$ cat config.mk
export PLATFORM = sky130hd
export DESIGN_NAME = uart_tx_fifo_flat
export DESIGN_NICKNAME = d
export VERILOG_FILES = /design/src/rtl/uart_tx_fifo_if.sv /design/src/rtl/uart_tx_fifo.sv /design/src/flat_wrapper.sv
export SDC_FILE = /design/constraint.sdc
export NUM_CORES = 1
export LEC_CHECK = 0
export ABC_AREA = 0
export CAP_MARGIN = 20
export CORE_ASPECT_RATIO = 0.6
export CORE_UTILIZATION = 50
export CTS_CLUSTER_DIAMETER = 50
export DETAILED_ROUTE_END_ITERATION = 6
export PLACE_DENSITY = 0.79
export SYNTH_ARGS = -nofsm -noshare
export SYNTH_HDL_FRONTEND = slang
export SYNTH_SLANG_ARGS = --single-unit
$ cat constraint.sdc
create_clock -name clk -period 6.63 [get_ports clk]
set_input_delay 0.9945 -clock clk [delete_from_list [all_inputs] [get_ports clk]]
set_output_delay 0.9945 -clock clk [all_outputs]
set_load 0.01 [all_outputs]
$ cat src/rtl/uart_tx_fifo_if.sv
// -----------------------------------------------------------------------------
// uart_tx_fifo_if
// Bundles the byte-queue side (wr/wd/ovfclr), the transmitter side
// (txbusy/load/d) and the status outputs of uart_tx_fifo.
//   master : drives wr, wd, ovfclr, txbusy; observes load, d, full, empty,
//            count, ovf
//   slave  : the FIFO itself (mirror of master)
// AW must match the AW of the attached uart_tx_fifo.
// -----------------------------------------------------------------------------
interface uart_tx_fifo_if #(
    parameter int AW = 4
) ();
    logic          wr;
    logic [7:0]    wd;
    logic          ovfclr;
    logic          txbusy;
    logic          load;
    logic [7:0]    d;
    logic          full;
    logic          empty;
    logic [AW:0]   count;
    logic          ovf;

    modport master (
        output wr, wd, ovfclr, txbusy,
        input  load, d, full, empty, count, ovf
    );

    modport slave (
        input  wr, wd, ovfclr, txbusy,
        output load, d, full, empty, count, ovf
    );
endinterface

$ cat src/rtl/uart_tx_fifo.sv
// -----------------------------------------------------------------------------
// uart_tx_fifo
// Byte FIFO (2**AW deep) feeding a UART transmitter. A small sequencer pops a
// byte whenever the transmitter is idle, presents it on d and strobes load for
// one cycle, then waits one guard cycle for txbusy to rise.
//   clk    : system clock, rising edge
//   rst_n  : asynchronous active-low reset
//   bus    : uart_tx_fifo_if.slave
//            wr/wd   - enqueue strobe and byte (dropped when full, sets ovf)
//            ovfclr  - clears the sticky overflow flag (a drop wins)
//            txbusy  - transmitter busy, sampled only while idle
//            load/d  - registered one-cycle load strobe and popped byte
//            full/empty/count/ovf - registered status
// -----------------------------------------------------------------------------
module uart_tx_fifo #(
    parameter int AW = 4
) (
    input  logic          clk,
    input  logic          rst_n,
    uart_tx_fifo_if.slave bus
);
    localparam int unsigned   DEPTH     = 2**AW;
    localparam logic [AW:0]   DEPTH_CNT = (AW+1)'(DEPTH);

    typedef enum logic [1:0] {
        IDLE  = 2'd0,
        LOAD  = 2'd1,
        GUARD = 2'd2
    } state_t;

    state_t          state;
    state_t          state_next;

    logic [7:0]      mem [DEPTH];
    logic [AW-1:0]   wp;
    logic [AW-1:0]   rp;
    logic [AW:0]     count;
    logic            load_q;
    logic [7:0]      d_q;
    logic            ovf_q;

    logic            full;
    logic            empty;
    logic            push;
    logic            drop;
    logic            pop;

    // Status comes from the count register only.
    assign full  = (count == DEPTH_CNT);
    assign empty = (count == '0);
    assign push  = bus.wr & ~full;
    assign drop  = bus.wr & full;

    always_comb begin
        state_next = state;
        pop        = 1'b0;
        case (state)
            IDLE: begin
                if (!empty && !bus.txbusy) begin
                    pop        = 1'b1;
                    state_next = LOAD;
                end
            end
            LOAD:    state_next = GUARD;
            GUARD:   state_next = IDLE;
            default: state_next = IDLE;
        endcase
    end

    always_ff @(posedge clk or negedge rst_n) begin
        if (!rst_n) begin
            state  <= IDLE;
            wp     <= '0;
            rp     <= '0;
            count  <= '0;
            load_q <= 1'b0;
            d_q    <= '0;
            ovf_q  <= 1'b0;
        end else begin
            state  <= state_next;
            // load is its own flop so it is glitch-free and high only in LOAD.
            load_q <= (state_next == LOAD);
            if (push) begin
                wp <= wp + AW'(1);
            end
            if (pop) begin
                rp  <= rp + AW'(1);
                d_q <= mem[rp];
            end
            case ({push, pop})
                2'b10:   count <= count + (AW+1)'(1);
                2'b01:   count <= count - (AW+1)'(1);
                default: count <= count;
            endcase
            if (drop) begin
                ovf_q <= 1'b1;
            end else if (bus.ovfclr) begin
                ovf_q <= 1'b0;
            end
        end
    end

    // Storage is deliberately not reset; slots are only read after a write.
    always_ff @(posedge clk) begin
        if (push) begin
            mem[wp] <= bus.wd;
        end
    end

    assign bus.load  = load_q;
    assign bus.d     = d_q;
    assign bus.full  = full;
    assign bus.empty = empty;
    assign bus.count = count;
    assign bus.ovf   = ovf_q;
endmodule

$ cat src/flat_wrapper.sv
// flat-port wrapper written by rule: the top's interface ports become plain ports
module uart_tx_fifo_flat 
#(
    parameter int AW = 4
)
  (clk, rst_n, bus_wr, bus_wd, bus_ovfclr, bus_txbusy, bus_load, bus_d, bus_full, bus_empty, bus_count, bus_ovf);
  uart_tx_fifo_if #(.AW(AW)) bus_i ();
  input  logic clk;
  input  logic rst_n;
  input wire logic [$bits(bus_i.wr)-1:0] bus_wr;
  input wire logic [$bits(bus_i.wd)-1:0] bus_wd;
  input wire logic [$bits(bus_i.ovfclr)-1:0] bus_ovfclr;
  input wire logic [$bits(bus_i.txbusy)-1:0] bus_txbusy;
  output wire logic [$bits(bus_i.load)-1:0] bus_load;
  output wire logic [$bits(bus_i.d)-1:0] bus_d;
  output wire logic [$bits(bus_i.full)-1:0] bus_full;
  output wire logic [$bits(bus_i.empty)-1:0] bus_empty;
  output wire logic [$bits(bus_i.count)-1:0] bus_count;
  output wire logic [$bits(bus_i.ovf)-1:0] bus_ovf;
  assign bus_i.wr = bus_wr;
  assign bus_i.wd = bus_wd;
  assign bus_i.ovfclr = bus_ovfclr;
  assign bus_i.txbusy = bus_txbusy;
  assign bus_load = bus_i.load;
  assign bus_d = bus_i.d;
  assign bus_full = bus_i.full;
  assign bus_empty = bus_i.empty;
  assign bus_count = bus_i.count;
  assign bus_ovf = bus_i.ovf;
  uart_tx_fifo #(.AW(AW)) u_core (.clk(clk), .rst_n(rst_n), .bus(bus_i));
endmodule
==> implementation parameters, run 1 <==
Parameter                              Value

Critical path
  Critical path arrival ... 3750 ps
  Capture point of the worst path ... u_core.bus.count[4]$_DFFE_PN0P_
  Class of the most critical setup path ... input port to flip-flop
  Worst flop-to-flop path startpoint ... u_core.bus.count[1]$_DFFE_PN0P_
  Highest net fanout along the worst path ... 22
  Path depth of the worst reg2reg path ... 10
  Crit start category ... input port
  Worst Setup End Kind ... flip-flop
  Setup slack, reg-to-reg ... 3590 ps
  Setup crit start ... bus_txbusy
  RR Endpoint ... u_core.bus.count[4]$_DFFE_PN0P_
  Required time reported for the critical path endpoint ... 6930 ps

Final layout
  Count of nets after finishing ... 390
  Sequential cell area ... 0.00447 sq mm
  Fraction of layout cells with a size suffix above 1 ... 0.192
  Area taken by multi-input logic gates ... 0.00163 sq mm
  Antenna diode count ... 0
  Total of fill cells in the finished design ... 858
  Post-route standard cell area excluding fillers ... 0.00725 sq mm
  P&R area growth vs syn ... 16.1%

CTS
  Number of levels in the clock H-tree ... 4
  Clock Pin Slew Worst Setup and Hold Paths ... 60 ps
  TritonCTS clock tree ... built
  Hold buffers post-CTS ... 0
  Inserted Clock Buffers ... 17
  Root buf cell ... sky130_fd_sc_hd__clkbuf_16
  Clock latency at the later pin of the worst-skew pair ... 420 ps
  Maximum count of clock buffers along a single path ... 2
  Post-CTS setup buffer count ... 0
  CTS sink cnt ... 153
  Total of cells resized after clock tree synthesis ... 0

Floorplan
  Total Die Area ... 0.0130 sq mm
  Count of standard-cell rows ... 31
  Core Area ... 0.0121 sq mm
  I/O pin count ... 30
  Starting density of the core ... 0.516
  Floorplan die height ... 88.6 um
  Horizontal die dimension ... 146 um

Timing
  Clock tree skew after final layout ... 7.38 ps
  Total of endpoints with negative setup slack in the final report ... 0
  Worst max-slew margin expressed relative to the limit ... 0.315
  Max frequency ... 290 MHz
  Period utilization ... 0.520
  Fin crit period ... 3450 ps
  Hold Violations, Final ... 0
  Post-route setup TNS ... 0 ps
  Slew Viols, Final ... 0
  Setup repair after global routing missed its margin ... no
  Least-Margin Pin Slew ... 1020 ps

Yosys
  Avg Cell Area, Syn ... 18.8 sq um
  Post-synth net total ... 354
  Cell type with the largest total area after synthesis ... sky130_fd_sc_hd__edfxtp_1
  Synth top area cells ... sky130_fd_sc_hd__edfxtp_1, sky130_fd_sc_hd__dfrtp_1, sky130_fd_sc_hd__mux4_2, sky130_fd_sc_hd__mux4_1, sky130_fd_sc_hd__ha_1
  Fraction of synthesized cell area in xor and xnor cells ... 0.0140
  Most used flip-flop cell after synthesis ... sky130_fd_sc_hd__edfxtp_1
  Fraction of the mapped netlist area in simple logic gates ... 0.0431
  Count of synthesis-stage warnings from yosys ... 0
  Share of the synthesized area in compound gates (AO/OA/AOI/OAI) ... 0.0453
  Number of enable flip-flop cells after synthesis ... 128
  Sequential cell area fraction in the yosys report ... 0.716
  Share of Yosys cell area claimed by the top area cell type ... 0.615
  Cell Area, Synth ... 0.00625 sq mm
  Synthesized instance count ... 332
  Synth async-reset ratio ... 0.163
  Synth cell types ... 45
  Mux contribution to synthesized area ... 0.141
  Largest family of logic cells by synthesized area ... multiplexers
  Seq cells post-synth ... 153
  Post-synthesis share of cell area spent on full adders, half adders and majority gates ... 0.0180

Drt
  Number of DRC markers in iteration 0 ... 308
  Remaining antenna violation count after routing ... 0
  Residual DRC count ... 0
  Final routed wire length divided by cell count ... 22.8 um
  Drt via density ... 5.92
  Total length of routed wires ... 12,500 um
  Routed via count ... 3,233
  Drt first pass iters ... 5

Outcome
  Status ... finished, final reports clean

Pwr
  Power dissipated by switching net loads ... 973 uW
  Internal portion of total power ... 2.19 mW
  Reported leakage power ... 2.45 nW
  Power density over the cells ... 436 mW/mm^2
  Combinational power share ... 0.286
  Clock power frac ... 0.291
  Sequential power share ... 0.422
  Max rail drop VDD ... 0.239 mV
  Switching Fraction ... 0.308

Placed design
  Hpwl dp ... 7880 um
  Final weighted congestion in routability-driven placement ... 0.819
  Port buffer count ... 29
  Area after DPL ... 0.00667 sq mm

Global route
  Maximum number of pins on one net before global-route repair ... 36
  Number of antenna violations at the first check in global routing ... 0
  GRT Overall Usage ... 0.207
  First-pass GRT wire length ... 18,500 um
  Total gr overflow ... 0
  Vias in the first global route ... 3,061

Worst hold path
  Class of the most critical hold timing path ... flip-flop to flip-flop

Run
  Reported max-cap violation count ... 0
-- cell families after synthesis --
logic type                 Yosys count
buffers and inverters               26
adders and majority gates            9
DFF                                153
xor gates and xnor gates            10
AOI/OAI and AO/OA                   42
and+or+nand+nor                     50
muxes                               42
-- worst min path at each step --
stage,start,endpoint,slack [ps],cells after the start
after CTS,u_core.state[1]$_DFF_PN0_,u_core.state[1]$_DFF_PN0_,460,1
after floorplan,u_core.state[1]$_DFF_PN0_,u_core.state[1]$_DFF_PN0_,420,1
after global placement,u_core.state[1]$_DFF_PN0_,u_core.state[1]$_DFF_PN0_,440,1
after global routing,u_core.state[1]$_DFF_PN0_,u_core.state[1]$_DFF_PN0_,480,1
after detailed placement,u_core.state[1]$_DFF_PN0_,u_core.state[1]$_DFF_PN0_,450,1
final,u_core.state[1]$_DFF_PN0_,u_core.state[1]$_DFF_PN0_,460,1
-- power by group through the flow --
stage                     Sequential [mW]  Combinational, mW  Clock (mW)
final                                1.34              0.905       0.921
after global routing                 1.35              0.969       0.970
after CTS                            1.38              0.841       0.932
after detailed placement             1.40              0.834           0
after global placement               1.39              0.817           0
after floorplan                      1.29              0.673           0
-- area by class of cell --
cell class	count	share of cell area
well taps	165	0.0285
clock buffers	17	0.0587
inverters	6	0.00311
clock inverters	15	0.0186
repair buffers	37	0.0500
multi-input cells	153	0.225
flip-flops and latches	153	0.616
-- cells in the final DEF (no fill, tap or decap), types with 2 or more instances in the layout --
cell,Yosys,routed
sky130_fd_sc_hd__clkdlybuf4s50_1,0,29
sky130_fd_sc_hd__mux4_1,12,12
sky130_fd_sc_hd__inv_2,2,2
sky130_fd_sc_hd__inv_1,4,4
sky130_fd_sc_hd__nand4_1,2,2
sky130_fd_sc_hd__xor2_1,4,4
sky130_fd_sc_hd__dfrtp_1,25,24
sky130_fd_sc_hd__mux4_2,20,20
sky130_fd_sc_hd__nand2b_1,4,4
sky130_fd_sc_hd__edfxtp_1,128,128
sky130_fd_sc_hd__bufinv_16,0,2
sky130_fd_sc_hd__a21boi_1,3,3
sky130_fd_sc_hd__nor3_1,4,4
sky130_fd_sc_hd__clkinv_2,0,3
sky130_fd_sc_hd__mux2_2,8,8
sky130_fd_sc_hd__xnor2_1,6,6
sky130_fd_sc_hd__clkinvlp_4,0,6
sky130_fd_sc_hd__buf_4,1,7
sky130_fd_sc_hd__mux2_1,2,2
sky130_fd_sc_hd__ha_1,9,9
sky130_fd_sc_hd__clkinv_1,0,4
sky130_fd_sc_hd__a21oi_1,11,11
sky130_fd_sc_hd__nor2b_1,4,4
sky130_fd_sc_hd__o21ai_1,3,3
sky130_fd_sc_hd__clkbuf_16,0,17
sky130_fd_sc_hd__o22ai_1,16,16
sky130_fd_sc_hd__nand2_1,9,9
sky130_fd_sc_hd__nor2_1,18,18
-- worst max-delay path: stages --
cell and delay [ps]:
sky130_fd_sc_hd__clkdlybuf4s50_1 410, sky130_fd_sc_hd__nor3_2 260, sky130_fd_sc_hd__a21boi_1 210, sky130_fd_sc_hd__buf_4 280, sky130_fd_sc_hd__ha_1 420, sky130_fd_sc_hd__xor2_1 120
sky130_fd_sc_hd__ha_1 240, sky130_fd_sc_hd__o211a_1 220, sky130_fd_sc_hd__o21ai_0 150, sky130_fd_sc_hd__o41ai_1 110, sky130_fd_sc_hd__nor4b_1 320
-- Yosys cell counts, types with 2 or more instances --
master and count:
sky130_fd_sc_hd__inv_1 4, sky130_fd_sc_hd__nor2b_1 4, sky130_fd_sc_hd__ha_1 9, sky130_fd_sc_hd__edfxtp_1 128, sky130_fd_sc_hd__buf_6 3, sky130_fd_sc_hd__xnor2_1 6, sky130_fd_sc_hd__o22ai_1 16, sky130_fd_sc_hd__nand4_1 2
sky130_fd_sc_hd__mux4_2 20, sky130_fd_sc_hd__mux2_2 8, sky130_fd_sc_hd__nor3_1 4, sky130_fd_sc_hd__clkbuf_1 6, sky130_fd_sc_hd__inv_2 2, sky130_fd_sc_hd__a21boi_1 3, sky130_fd_sc_hd__o21ai_1 3, sky130_fd_sc_hd__nor2_1 18
sky130_fd_sc_hd__mux2_1 2, sky130_fd_sc_hd__mux4_1 12, sky130_fd_sc_hd__nand2b_1 4, sky130_fd_sc_hd__xor2_1 4, sky130_fd_sc_hd__buf_2 5, sky130_fd_sc_hd__buf_1 4, sky130_fd_sc_hd__a21oi_1 11, sky130_fd_sc_hd__nand2_1 9
sky130_fd_sc_hd__dfrtp_1 25
-- sequential cells by signal, indices dropped and copies added (netlist names) --
register	flops
u_core.mem	128
u_core.bus.d	8
u_core.bus.count	5
u_core.rp	4
u_core.wp	4
u_core.state	2
u_core.bus.load	1
u_core.bus.ovf	1
-- per-stage QoR --
step / utilization / std cells / total power [mW] / hold slack [ps] / worst slack, ps
after global routing: 0.599 / 546 / 3.29 / 475 / 2970
after floorplan: - / 332 / 1.96 / 423 / 3390
final: 0.599 / 546 / 3.16 / 455 / 3180
after CTS: 0.598 / 545 / 3.16 / 463 / 3210
after global placement: 0.551 / 513 / 2.21 / 440 / 2970
after detailed placement: 0.551 / 513 / 2.23 / 450 / 2780
-- routing by layer --
layer	wire [um]	share of wire	global-route usage
met5	0	0	0
met2	5490	0.44	0.286
met4	113	0.0091	0.0758
met3	1110	0.089	0.0680
met1	5760	0.46	0.309
Power figures use the tool's default switching activity.
==> run 2: changes to the inputs <==
--- a/config.mk
+++ b/config.mk
@@ -11,7 +11,7 @@
 export CORE_UTILIZATION = 50
 export CTS_CLUSTER_DIAMETER = 50
 export DETAILED_ROUTE_END_ITERATION = 6
-export PLACE_DENSITY = 0.79
+export PLACE_DENSITY = 0.82
 export SYNTH_ARGS = -nofsm -noshare
 export SYNTH_HDL_FRONTEND = slang
 export SYNTH_SLANG_ARGS = --single-unit
==> constraint.sdc (replaced) <==
create_clock -name clk -period 3.1 [get_ports clk]
set_input_delay 0.465 -clock clk [delete_from_list [all_inputs] [get_ports clk]]
set_output_delay 0.465 -clock clk [all_outputs]
set_load 0.01 [all_outputs]
==> implementation parameters, run 2 (synthesis gave the netlist of run 1 again) <==
Parameter                              Value

Drt
  Drt first pass iters ... 5 (unchanged)
  Final routed wire length divided by cell count ... 21.7 um (-5.1%)
  Remaining antenna violation count after routing ... 0 (unchanged)
  Total length of routed wires ... 12,200 um (-2.1%)
  Residual DRC count ... 0 (unchanged)
  Routed via count ... 3,302 (+2.1%)
  Drt via density ... 5.87 (-0.95%)
  Number of DRC markers in iteration 0 ... 183 (-41%)

Floorplan
  Floorplan die height ... 88.6 um (unchanged)
  I/O pin count ... 30 (unchanged)
  Total Die Area ... 0.0130 sq mm (unchanged)
  Core Area ... 0.0121 sq mm (unchanged)
  Horizontal die dimension ... 146 um (unchanged)
  Starting density of the core ... 0.516 (unchanged)
  Count of standard-cell rows ... 31 (unchanged)

Final layout
  Final core utilization ... 0.611 (+0.0119)
  Fraction of layout cells with a size suffix above 1 ... 0.229 (+0.0370)
  Flip-flop count of the largest register, all copies and words added ... 128 (unchanged)
  P&R area growth vs syn ... 18.4%
  Post-route standard cell area excluding fillers ... 0.00740 sq mm (+2.0%)
  Leading cell type in the layout, fill and taps excluded ... sky130_fd_sc_hd__edfxtp_1
  Layout Cells excl Fill ... 563 (+3.1%)
  Count of nets after finishing ... 407 (+4.4%)
  Top library cells by usage in the layout, fill and taps aside ... sky130_fd_sc_hd__edfxtp_1, sky130_fd_sc_hd__clkdlybuf4s50_1, sky130_fd_sc_hd__buf_4
  Register bank with the most flops ... u_core.mem
  Antenna diode count ... 0 (unchanged)

Placed design
  Hpwl dp ... 7810 um (-0.90%)
  Cell Count Post-Placement ... 531 (+3.5%)
  Area after DPL ... 0.00681 sq mm (+2.1%)
  Port buffer count ... 29 (unchanged)
  Final weighted congestion in routability-driven placement ... 0.845 (+3.2%)
  Worst Setup Slack post-DPL ... 263 ps (-2520 ps)

Pwr
  Power density over the cells ... 920 mW/mm^2 (+110%)
  Max rail drop VDD ... 0.484 mV (+100%)
  Reported leakage power ... 2.54 nW (+3.9%)
  Post-route total power ... 6.81 mW (+120%)

CTS
  Clock Pin Slew Worst Setup and Hold Paths ... 60 ps (about the same)
  Total of cells resized after clock tree synthesis ... 0 (unchanged)
  Root buf cell ... sky130_fd_sc_hd__clkbuf_16
  Post-CTS setup buffer count ... 0 (unchanged)
  TritonCTS clock tree ... built
  Maximum count of clock buffers along a single path ... 2 (unchanged)
  Inserted Clock Buffers ... 17 (unchanged)
  Clock latency at the later pin of the worst-skew pair ... 420 ps (about the same)
  Number of levels in the clock H-tree ... 4 (unchanged)
  Hold buffers post-CTS ... 0 (unchanged)
  CTS sink cnt ... 153 (unchanged)

Global route
  GRT Overall Usage ... 0.209 (+0.00163)
  Number of antenna violations at the first check in global routing ... 0 (unchanged)
  First-pass GRT wire length ... 19,100 um (+3.7%)
  Maximum number of pins on one net before global-route repair ... 34 (-5.6%)
  Total gr overflow ... 0 (unchanged)
  Vias in the first global route ... 3,475 (+14%)

Critical path
  Required time reported for the critical path endpoint ... 3420 ps (-3510 ps)
  Critical path arrival ... 3050 ps (-700 ps)
  Crit start category ... flip-flop
  Class of the most critical setup path ... flip-flop to flip-flop
  Worst Setup End Kind ... flip-flop
  Highest net fanout along the worst path ... 10 (-55%)

Worst hold path
  Class of the most critical hold timing path ... input port to async pin

Timing
  Period utilization ... 0.881
  Worst-case hold slack ... 436 ps (-19.9 ps)
  Slew Viols, Final ... 0 (unchanged)
  Clock tree skew after final layout ... 12.7 ps (+5.33 ps)
  Total of endpoints with negative setup slack in the final report ... 0 (unchanged)
  Fin crit period ... 2730 ps
  Least-Margin Pin Slew ... 623 ps (-401 ps)
  Worst max-slew margin expressed relative to the limit ... 0.583 (+0.269)
  Max frequency ... 366 MHz
  Final critical-path setup slack ... 370 ps (-2810 ps)
  Post-route setup TNS ... 0 ps (unchanged)
  Setup repair after global routing missed its margin ... no
  Hold Violations, Final ... 0 (unchanged)

Run
  Reported max-cap violation count ... 0 (unchanged)

Outcome
  Status ... finished, final reports clean
run 2: layout make-up:
cell class              instances  area [sq um]
fillers                       858          4700
flip-flops and latches        153          4470
multi-input cells             153          1630
repair buffers                 54           478
clock buffers                  18           429
well taps                     165           206
clock inverters                14           156
inverters                       6          22.5
run 2: path summary, 6_finish.rpt:
kind / start / end / slack [ps] / depth (start not counted)
hold reg to reg: u_core.state[1]$_DFF_PN0_ / u_core.state[1]$_DFF_PN0_ / 460 / 1
setup reg to reg: u_core.bus.count[1]$_DFFE_PN0P_ / u_core.bus.count[4]$_DFFE_PN0P_ / 370 / 10
setup / recovery: u_core.bus.count[1]$_DFFE_PN0P_ / u_core.bus.count[4]$_DFFE_PN0P_ / 370 / 10
hold / removal: rst_n / u_core.rp[0]$_DFFE_PN0P_ / 440 / 2
min in group clk: u_core.state[1]$_DFF_PN0_ / u_core.state[1]$_DFF_PN0_ / 460 / 1
max in group asynchronous: rst_n / u_core.rp[1]$_DFFE_PN0P_ / 2370 / 2
run 2: power by group:
group | switching [mW] | internal, mW
Combinational | 0.896 | 0.983
Sequential | 0.329 | 2.56
Clock | 0.791 | 1.25
run 2: per-layer routing:
layer  vias up  GRT usage  part of all wire
met4         0     0.0843             0.013
met3        17     0.0742             0.092
li1       1439          -                 -
met2       146      0.323              0.45
met1      1700      0.275              0.44
met5         -          0                 0
run 2: critical path: stages, from the launching register on:
cell and delay, ps:
sky130_fd_sc_hd__dfrtp_1 500, sky130_fd_sc_hd__nor4_4 440, sky130_fd_sc_hd__a21boi_2 120, sky130_fd_sc_hd__inv_2 80, sky130_fd_sc_hd__ha_1 380, sky130_fd_sc_hd__xor2_1 120
sky130_fd_sc_hd__ha_1 230, sky130_fd_sc_hd__o211a_1 230, sky130_fd_sc_hd__o21ai_0 150, sky130_fd_sc_hd__o41ai_1 110, sky130_fd_sc_hd__nor4b_1 280
==> RTL edit 1, RTL diff (flow settings as in run 2) <==
`AW` is set to 4 in 3 places; all go to 6.
--- a/src/rtl/uart_tx_fifo_if.sv
+++ b/src/rtl/uart_tx_fifo_if.sv
@@ -10,3 +10,3 @@
 interface uart_tx_fifo_if #(
-    parameter int AW = 4
+    parameter int AW = 6
 ) ();
--- a/src/rtl/uart_tx_fifo.sv
+++ b/src/rtl/uart_tx_fifo.sv
@@ -15,3 +15,3 @@
 module uart_tx_fifo #(
-    parameter int AW = 4
+    parameter int AW = 6
 ) (
--- a/src/flat_wrapper.sv
+++ b/src/flat_wrapper.sv
@@ -3,3 +3,3 @@
 #(
-    parameter int AW = 4
+    parameter int AW = 6
 )
Interface: changed (resized bus_count); port bits go from 30 to 32. The function was not compared with the original's and may differ.
==> RTL edit 1 against run 2 <==
Synthesized area grew to 3.4 times the old value; total power grew to 3.0 times the old value; global-route usage is 1.2 points higher; worst setup slack worse by 190 ps; cell area grew to 3.3 times the old value; wire length grew to 3.9 times the old value; combinational power grew to 3.1 times the old value; sequential cell count is 390 higher; critical path type unchanged.
==> RTL edit 1: results (changes against run 2) <==
largest net degree at the start of global routing 65 (+91%); final std cells w/o fill 1836 (+230%); postcts setup bufs 0 (unchanged); Seq/Total Area, Yosys 75.6% (+4.0 points); result of the run finished clean; most flop-heavy register u_core.mem; number of clock buffers inserted by TritonCTS 45 (+28); clock transition at the registers of the reported paths ~70 ps; Port Buffer Count 31 (+6.9%); number of flip-flops in the largest register 512 (+300%); depth of the CTS H-tree 2 (-2); Commonest cells post-synth edfxtp_1 (512), mux2i_1 (102), mux4_2 (91); largest buffer count on any clock path 3 (+1); Slowest cell on crit path dfrtp_1; insertion delay of the later-clocked pin in the worst-skew pair 570 ps (+150 ps); IR Drop Worst-Case VDD 0.617 mV (+27%); crit path max fanout 4 (-6); Post-DP HPWL 29600 µm (+280%); via count of the first global-routing pass 11000 (+220%); headroom to the max-slew limit 35.0% (-23 points); Post-Syn Instances 1109 (+230%); most area-consuming cells after synthesis edfxtp_1 (72%), mux4_2 (9.6%), mux2i_1 (4.8%); Post-Place Setup Slack -64.4 ps (-328 ps); clock root buffer clkbuf_16; Global Route Usage Sum 22.1% (+1.2 points); min-delay worst type input pin to flop; number of flops mapped to enable cells by yosys 512 (+300%); number of iterations in the first detailed-routing pass 6 (+1); initial antenna violation count 2 (+2); wire length per cell 25.7 µm (+19%); share of layout cells above drive strength 1 21.7% (-1.1 points); antenna cell count 0 (unchanged); delay-heaviest family, CP simple AND/OR/NAND/NOR gates; Worst Clk Skew 24.2 ps (+11.5 ps); final net count 1257 (+210%); number of vias per cell after detailed routing 6.07 (+3.4%); longest individual stage delay on the worst path 430 ps (-70 ps); Yosys warning total 0 (unchanged); wire length of the first global-routing pass 69800 µm (+260%); post-synthesis net count 1131 (+220%); start-to-end type of the worst setup path flop to flop; Post-synth ARST share 5.71% (-11 points); iteration-0 DRC count of the detailed router 1299 (+610%); Lkg Pwr 0.00810 µW (+220%); final RePlAce weighted congestion 0.956 (+13%); number of library cell types mapped by synthesis 47 (+4.4%)
[RTL edit 1: cell count changes in the layout (fill, tap and decap cells not counted), sizes merged, moves of 15 or more]
cell	run 2	this run
edfxtp	128	512
nand3	1	16
clkbuf	18	54
mux2i	0	102
a211oi	0	15
o21ai	4	33
mux4	32	93
buf	25	117
nor2	18	75
nand2	9	37
clkinv	5	20
[RTL edit 1: power by group]
group / switching, µW / internal (µW)
Sequential: 504 / 8450
Clock: 2500 / 2840
Combinational: 3290 / 2630
Total: 6300 / 13900
[RTL edit 1: worst register-to-register path, delay by kind of cell, from the launching register on]
kind | cells | cell delay [ps]
DFF | 1 | 430
buffers and inverters | 3 | 340
xor gates and xnor gates | 1 | 160
adders and majority gates | 2 | 650
and+or+nand+nor | 5 | 840
AOI/OAI and AO/OA | 3 | 420
[RTL edit 1: final cells by class]
| cell class | count | area (µm²) |
|---|---|---|
| fillers | 2941 | 17700 |
| flip-flops and latches | 543 | 16200 |
| multi-input cells | 493 | 4860 |
| clock buffers | 54 | 1200 |
| repair buffers | 140 | 1180 |
| well taps | 570 | 713 |
| clock inverters | 24 | 136 |
| inverters | 12 | 45.0 |
[RTL edit 1: cell families after synthesis]
kind of cell               Yosys count  synth area share [%]
AOI/OAI and AO/OA                  109                  3.40
and+or+nand+nor                    164                  3.44
adders and majority gates            9                 0.562
buffers and inverters               73                  1.73
muxes                              197                  14.7
DFF                                543                  75.6
xor gates and xnor gates            14                 0.574
[RTL edit 1: what timing repair did]
item,4_1_cts,5_1_grt
endpoints found under the setup margin,0,2
gates resized for setup,0,4
hold buffers,0,0
[RTL edit 1: stage by stage]
step | setup TNS, ps | cell area [µm²]
5_1_grt | 0 | 24300
3_3_place_gp | 0 | 22900
3_5_place_dp | -64.4 | 22900
6_report | 0 | 24300
2_1_floorplan | 0 | 21400
4_1_cts | 0 | 24300
[RTL edit 1: final timing paths]
path                                     start                  end  slack (ps)  cells after the start
max                        u_core.bus.count[2]  u_core.bus.count[6]         180                     14
min                                  bus_wd[2]    u_core.mem[45][2]         220                      1
min in group asynchronous                rst_n  u_core.bus.count[3]         430                      1
min reg2reg                    u_core.state[1]      u_core.state[1]         450                      1
max in group asynchronous                rst_n         u_core.rp[1]        1940                      1
max reg2reg                u_core.bus.count[2]  u_core.bus.count[6]         180                     14
[RTL edit 1: metal layers]
layer / global-route usage, % / routed length (µm) / up-vias
met5: 0 / 8 / -
met3: 7.81 / 5850 / 60
met2: 31.3 / 20700 / 636
met1: 33.4 / 20000 / 5711
li1: - / - / 4729
met4: 4.18 / 668 / 2
==> RTL edit 2, RTL diff (settings of run 2) <==
Made on the original files. Reset style: synchronous (`rst_n`), changed in one clocked block. Comments in the files are not updated.
--- a/src/rtl/uart_tx_fifo.sv
+++ b/src/rtl/uart_tx_fifo.sv
@@ -69,3 +69,3 @@
 
-    always_ff @(posedge clk or negedge rst_n) begin
+    always_ff @(posedge clk) begin
         if (!rst_n) begin
Formal check against the unedited RTL: differs if rst_n is asserted again (counterexample within 4 cycles, from zero or initial values and one cycle with rst_n low); with rst_n held inactive, the same outputs for 10 cycles.
==> RTL edit 2 against run 2 <==
Critical endpoint is now bus_full; wire length rose by 10%; worst setup slack gained 110 ps; total power shrank 14%; clock power up 3%; synthesized area decreased by 1.8%; cell area shrank 1.9%; global-route usage increased by 1.5 points; sequential cell count unchanged.
==> RTL edit 2: results (changes against run 2) <==
wire length of the first global-routing pass 20100 µm (+4.9%); multi-input logic portion of the cell area 22.7% (+0.60 points); via count of the first global-routing pass 3443 (-0.92%); combinational power 1210 µW (-36%); Post-Place Setup Slack 323 ps (+59.7 ps); wire length per cell 22.1 µm (+2.2%); parity-gate share of the synthesized area counting xor and xnor cells 1.29% (-0.12 points); final std cells w/o fill 607 (+7.8%); Global Route Usage Sum 22.4% (+1.5 points); actual slew at the worst max-slew pin 866 ps (+243 ps); Slowest cell on crit path or4_4; Cell Area, Placed 6650 µm² (-2.4%); met3 track demand over resource 5.52% (-1.9 points); result of the run finished clean; Worst Clk Skew 7.80 ps (-4.90 ps); Lkg Pwr 0.00235 µW (-7.5%); FILL cells 819 (-4.5%); relative area of clock buffers and inverters in the final design 8.43% (+0.51 points); most area-consuming cells after synthesis edfxtp_1 (63%), dfxtp_1 (8.2%), mux2i_1 (7.7%); clock network power 2110 µW (+3%); Buffers excl. clock 46 (-15%); via count 3611 (+9.4%); final net count 455 (+12%); met2 Usage GRT 32.4% (+0.092 points); Compound-Gate Fraction of Synth Area 5.90% (+1.4 points); final RePlAce weighted congestion 0.814 (-3.7%); iteration-0 DRC count of the detailed router 348 (+90%); internal portion of total power 4170 µW (-13%); number of library cell types mapped by synthesis 40 (-11%); R2R Setup Slk 710 ps (+340 ps); fraction of power spent switching nets 28.9% (-0.75 points); number of flip-flops in the largest register 128 (unchanged); worst hold slack after final layout 423 ps (-13.1 ps); Seq/Total Area, Yosys 70.8% (-0.73 points); GR Util met1 32.4% (+4.9 points); largest net degree at the start of global routing 46 (+35%); CP arrival 2160 ps (-890 ps); mean area per synthesized cell 15.7 µm² (-17%); IR Drop Worst-Case VDD 0.493 mV (+1.8%); count of placed standard cells including taps 575 (+8.3%); Post-DP HPWL 8710 µm (+11%); share of layout cells above drive strength 1 14.3% (-8.5 points); arithmetic-cell share of the synthesized area counting full adders, half adders and majority gates 1.63% (-0.17 points); min-delay worst type flop to flop; Yosys warning total 0 (unchanged); multiplexer area fraction after synthesis 11.7% (-2.4 points); Syn-to-layout area delta 18.3% (about the same); longest individual stage delay on the worst path 620 ps (+120 ps)
-- RTL edit 2: changes by cell type in the layout (fill, tap and decap cells not counted), sizes merged, moves of 8 or more --
cell	change
dfrtp	-25
dfxtp	+25
mux4	-21
mux2	-10
mux2i	+47
a31oi	+10
buf	-8
nand2	+8
-- RTL edit 2: routing by layer --
| metal | up-vias | wire length [µm] |
|---|---|---|
| met1 | 1809 | 6030 |
| met2 | 183 | 6010 |
| li1 | 1597 | - |
| met4 | 0 | 221 |
| met5 | - | 0 |
| met3 | 22 | 1180 |
-- RTL edit 2: final timing paths --
| check | from | end | depth (start not counted) |
|---|---|---|---|
| setup / recovery | u_core.bus.count[1] | bus_full | 3 |
| hold / removal | u_core.state[1] | u_core.state[1] | 1 |
| setup reg to reg | u_core.bus.count[1] | u_core.bus.count[2] | 10 |
| hold reg to reg | u_core.state[1] | u_core.state[1] | 1 |
